===== src/rtl/shift_arbiter.sv =====
// Two-port arbiter sharing one combinational barrel shifter, with a registered
// one-entry response buffer that carries the requester id and tag.

module barrel_shifter (
    input  logic [31:0] data,
    input  logic [31:0] amt,
    input  logic [3:0]  sel,
    output logic [31:0] result
);
    // NOTE: assigning a default before the case keeps this block free of inferred latches.
    always_comb begin
        result = '0;
        if (amt < 32'd32) begin
            unique case (sel)
                4'd2:    result = data << amt[4:0];
                4'd6:    result = data >> amt[4:0];
                4'd7:    result = $signed(data) >>> amt[4:0];
                default: result = '0;
            endcase
        end
    end
endmodule

module shift_arbiter #(
    parameter int TAG_W        = 4,
    parameter bit PRIO_A       = 1'b0,
    parameter int STARVE_LIMIT = 3
) (
    input  logic             clk,
    input  logic             rst_n,
    input  logic             a_valid,
    output logic             a_ready,
    input  logic [31:0]      a_rs1,
    input  logic [31:0]      a_rs2,
    input  logic [3:0]       a_sel,
    input  logic [TAG_W-1:0] a_tag,
    input  logic             b_valid,
    output logic             b_ready,
    input  logic [31:0]      b_rs1,
    input  logic [31:0]      b_rs2,
    input  logic [3:0]       b_sel,
    input  logic [TAG_W-1:0] b_tag,
    output logic             resp_valid,
    input  logic             resp_ready,
    output logic [31:0]      resp_result,
    output logic             resp_id,
    output logic [TAG_W-1:0] resp_tag,
    output logic             resp_err
);
    typedef enum logic {PORT_A = 1'b0, PORT_B = 1'b1} port_e;

    localparam int             CNT_W   = (STARVE_LIMIT < 1) ? 1 : $clog2(STARVE_LIMIT + 1);
    localparam logic [CNT_W-1:0] CNT_MAX = CNT_W'(STARVE_LIMIT);

    port_e            last_grant;
    port_e            grant;
    logic [CNT_W-1:0] starve_cnt;
    logic             can_accept;
    logic             handshake;
    logic             legal;
    logic [31:0]      mux_rs1;
    logic [4:0]       mux_amt;
    logic [3:0]       mux_sel;
    logic [TAG_W-1:0] mux_tag;
    logic [31:0]      shift_out;
    logic             unused_rs2_hi;

    // Only the low five bits of a shift amount are meaningful.
    assign unused_rs2_hi = ^{a_rs2[31:5], b_rs2[31:5]};

    always_comb begin
        grant = PORT_A;
        if (a_valid && b_valid) begin
            if (PRIO_A)
                grant = (starve_cnt == CNT_MAX) ? PORT_B : PORT_A;
            else
                grant = (last_grant == PORT_A) ? PORT_B : PORT_A;
        end else if (b_valid) begin
            grant = PORT_B;
        end
    end

    assign can_accept = !resp_valid || resp_ready;
    assign handshake  = can_accept && (a_valid || b_valid);
    assign a_ready    = can_accept && a_valid && (grant == PORT_A);
    assign b_ready    = can_accept && b_valid && (grant == PORT_B);

    assign mux_rs1 = (grant == PORT_B) ? b_rs1      : a_rs1;
    assign mux_amt = (grant == PORT_B) ? b_rs2[4:0] : a_rs2[4:0];
    assign mux_sel = (grant == PORT_B) ? b_sel      : a_sel;
    assign mux_tag = (grant == PORT_B) ? b_tag      : a_tag;
    assign legal   = (mux_sel == 4'd2) || (mux_sel == 4'd6) || (mux_sel == 4'd7);

    barrel_shifter u_shifter (
        .data   (mux_rs1),
        .amt    ({27'b0, mux_amt}),
        .sel    (mux_sel),
        .result (shift_out)
    );

    // Arbitration state is frozen while the response buffer is stalled.
    // NOTE: sequential state uses non-blocking assignments so every register samples pre-edge values.
    always_ff @(posedge clk or negedge rst_n) begin
        if (!rst_n) begin
            last_grant <= PORT_B;
            starve_cnt <= '0;
        end else if (can_accept) begin
            if (handshake)
                last_grant <= grant;
            if (handshake && (grant == PORT_A) && b_valid) begin
                if (starve_cnt != CNT_MAX)
                    starve_cnt <= starve_cnt + 1'b1;
            end else begin
                starve_cnt <= '0;
            end
        end
    end

    // Payload is held after drain; only resp_valid drops.
    always_ff @(posedge clk or negedge rst_n) begin
        if (!rst_n) begin
            resp_valid  <= 1'b0;
            resp_result <= '0;
            resp_id     <= 1'b0;
            resp_tag    <= '0;
            resp_err    <= 1'b0;
        end else if (handshake) begin
            resp_valid  <= 1'b1;
            resp_result <= legal ? shift_out : 32'd0;
            resp_id     <= (grant == PORT_B);
            resp_tag    <= mux_tag;
            resp_err    <= !legal;
        end else if (resp_ready) begin
            resp_valid  <= 1'b0;
        end
    end
endmodule


===== config.mk =====
export PLATFORM = sky130hd
export DESIGN_NAME = shift_arbiter
export DESIGN_NICKNAME = d
export VERILOG_FILES = /design/src/rtl/shift_arbiter.sv
export SDC_FILE = /design/constraint.sdc
export NUM_CORES = 1
export LEC_CHECK = 0
export BUFFER_PORTS_ARGS = -buffer_cell sky130_fd_sc_hd__buf_4
export CAP_MARGIN = 25
export CELL_PAD_IN_SITES_DETAIL_PLACEMENT = 1
export CELL_PAD_IN_SITES_GLOBAL_PLACEMENT = 2
export CORE_MARGIN = 8
export CORE_UTILIZATION = 32
export CTS_BUF_LIST = sky130_fd_sc_hd__clkbuf_4 sky130_fd_sc_hd__clkbuf_8 sky130_fd_sc_hd__clkbuf_16
export DETAILED_ROUTE_END_ITERATION = 6
export PLACE_DENSITY_LB_ADDON = 0.05
export SLEW_MARGIN = 20
export SYNTH_ARGS = -nofsm -noshare
export SYNTH_HDL_FRONTEND = slang
export SYNTH_SLANG_ARGS = --single-unit

===== constraint.sdc =====
create_clock -name clk -period 3 [get_ports clk]
set_input_delay 0.6 -clock clk [delete_from_list [all_inputs] [get_ports clk]]
set_output_delay 0.6 -clock clk [all_outputs]
set_load 0.02 [all_outputs]

==> impl_metrics.yaml <==
synth:
  synthTopCellsByArea: "mux2i_1 21%, dfrtp_1 13%, mux4_2 11%"
  synth-seq-cells: 40
  synth_edf_count: 0
  yosysWarnings: 0
  syn_area_per_cell_um2: 8.359
  synth_flop_cell: "dfrtp_1"
  seq_area_frac_synth_pct: 13.02
  synth.distinct_cells: 78
  netlist_area_um2: 7699
  syn_nets: 1070
  yosysTopAreaCellShare_pct: 20.80
  yosys.cell_count.top_type: "mux2i_1"
  synth_top_area_cell: "mux2i_1"
  synthTopCellsByCount: "160 x mux2i_1, 109 x nand2_1, 85 x nor2_1"
  async_reset_ff_share_pct: 100.0
  synthCells: 921
setup_path:
  crit_family: "compound AO/OA/AOI/OAI gates"
  cpPeakStageDelay_ns: 0.59
  critical_path_class: "flop to flop"
  end_kind: "flop"
  cp-start-kind: "flop"
  path_cells: "a21bo_4 -> buf_4 -> buf_4 -> mux2_2 -> nor2_1 -> a21o_1 -> o21bai_1 -> a221oi_1 -> o211ai_1"
  critical_path.slowest_cell: "dfstp_2"
  worstPathArrival_ns: 3.09
  crit_path_frequent_cell: "buf_4"
  worst-path-buf-inv: 2
  worstPathMaxFanout: 15
  cp.required_ns: 3.15
die:
  die_h_um: 171.1
  start_util_pct: 32.70
  row_count: 56
  dieArea_um2: 29280
  die_width_um: 171.1
  core_area_um2: 23540
  ios: 190
cts:
  path_clk_slew_ns: 0.06
  cts_resized: 0
  postCtsSetupBuffers: 0
  htreeDepth: 2
  root_buffer: "clkbuf_16"
  cts_sinks: 40
  hold_buffers: 0
  insertion_delay_ns: 0.29
  cts_tree: "yes"
  cts_buffer_depth: 2
  cts_made_buffers: 5
placed_design:
  gp_congestion: 0.9305
  io_buffer_count: 135
  dpl.hpwl_um: 33000
status:
  status: "finished, final reports clean"
timing:
  post-route-min-period_ns: 2.935
  skew_ns: 0.007577
  max_freq_mhz: 340.7
  fin_crit_sh_pct: 97.83
  rsz0062_at_grt: "true"
  relSlewSlack_pct: 61.86
  finalMaxSlewViolations: 0
  worstMarginPinSlew_ns: 0.5577
  setup_viol: 0
  finalHoldViolations: 0
global_routing:
  grt_usage_pct: 27.22
  grt_pass1_wl_um: 60090
  antenna_found_initial: 0
  grt_max_degree: 41
  grt_pass1_vias: 9358
  grt_overflow: 0
final_layout:
  fillers: 2901
  drive_gt1_share_pct: 39.16
  final_nets: 1343
  fin_util_pct: 44.48
  n_antenna_cell: 0
  syn2layout_area_growth_pct: 36.02
pwr:
  power_density_nw_per_um2: 347.8
  ir_drop_mv: 0.1732
  p_leak_nw: 4.811
  fin_total_pwr_mw: 3.642
detailed_routing:
  ant_nets: 0
  vias: 8830
  via_per_inst: 5.832
  drt-initial-drc-count: 552
  route.detailed.drc: 0
  wirelength_um: 40180
  dr.pass1.iters: 5
  avgRoutedWirePerCell_um: 26.54
flow_run:
  cap_violations: 0
hold_path:
  hold_path.class: "primary input to asynchronous set/reset pin"
-- cells by family after synthesis --
logic type	count (synthesis)	synth area share, %
simple gates	309	18.14
buf+inv	85	6.972
compound gates	241	22.40
mux	246	39.48
flops	40	13.02
-- cell type report --
cell class / count / area, µm² / area share (%)
clock buffers: 6 / 132.6 / 1.267
multi-input cells: 796 / 6183 / 59.05
inverters: 1 / 3.754 / 0.03585
clock inverters: 2 / 35.03 / 0.3346
repair buffers: 350 / 2715 / 25.93
flip-flops and latches: 40 / 1002 / 9.571
well taps: 319 / 399.1 / 3.812
-- placed cells by master (no fill, tap or decap), types with 9 or more instances in the layout --
master	instances
a211oi_1	20
a21oi_1	47
a221oi_1	10
a31oi_1	18
buf_4	343
dfrtp_1	39
mux2_2	35
mux2_4	9
mux2i_1	160
mux4_2	36
nand2_1	109
nand3_1	34
nand4_1	9
nor2_1	83
nor2b_1	9
nor3_1	22
o211ai_1	16
o21ai_0	35
-- power breakdown --
| part | total (mW) | switching (mW) | internal, mW |
|---|---|---|---|
| Sequential | 0.626 | 0.0331 | 0.593 |
| Combinational | 2.38 | 1.34 | 1.04 |
| Clock | 0.637 | 0.236 | 0.401 |
-- worst paths after layout --
check,slack (ns),from,cells after the start,endpoint
min,0.28,rst_n,1,resp_tag[2]$_DFFE_PN0P_
max,0.07,last_grant$_DFFE_PN1P_,9,resp_result[18]$_DFFE_PN0P_
max reg2reg,0.07,last_grant$_DFFE_PN1P_,9,resp_result[18]$_DFFE_PN0P_
min reg2reg,0.49,resp_id$_DFFE_PN0P_,1,resp_id$_DFFE_PN0P_
min in group clk,0.49,resp_id$_DFFE_PN0P_,1,resp_id$_DFFE_PN0P_
max in group asynchronous,2.32,rst_n,1,resp_result[0]$_DFFE_PN0P_
-- metal layers --
layer  vias to the layer above  GRT usage, %  wire length, µm
li1                       4117             -                -
met1                      4400         36.28            18240
met2                       266         44.95            18640
met3                        47         5.416             2483
met4                         0         5.482              819
met5                         -             0                0
-- per-stage QoR --
step                      std cells  setup slack (ns)  hold slack [ns]  area, µm²  TNS [ns]
final                          1514           0.06517           0.2821      10470         0
after global routing           1514          -0.01987           0.3317      10470  -0.06552
after CTS                      1514           0.08630           0.3131      10470         0
after detailed placement       1506          -0.09924           0.4769      10300   -0.4203
after global placement         1506           -0.1354           0.4646      10300   -0.5000
after floorplan                 921            0.4777           0.3044       7699         0
-- state kept, by name, indices dropped and copies added, names as in the netlist --
signal	flops
resp_err	1
resp_valid	1
last_grant	1
resp_tag	4
resp_result	32
resp_id	1
(Power assumes the default switching activity.)
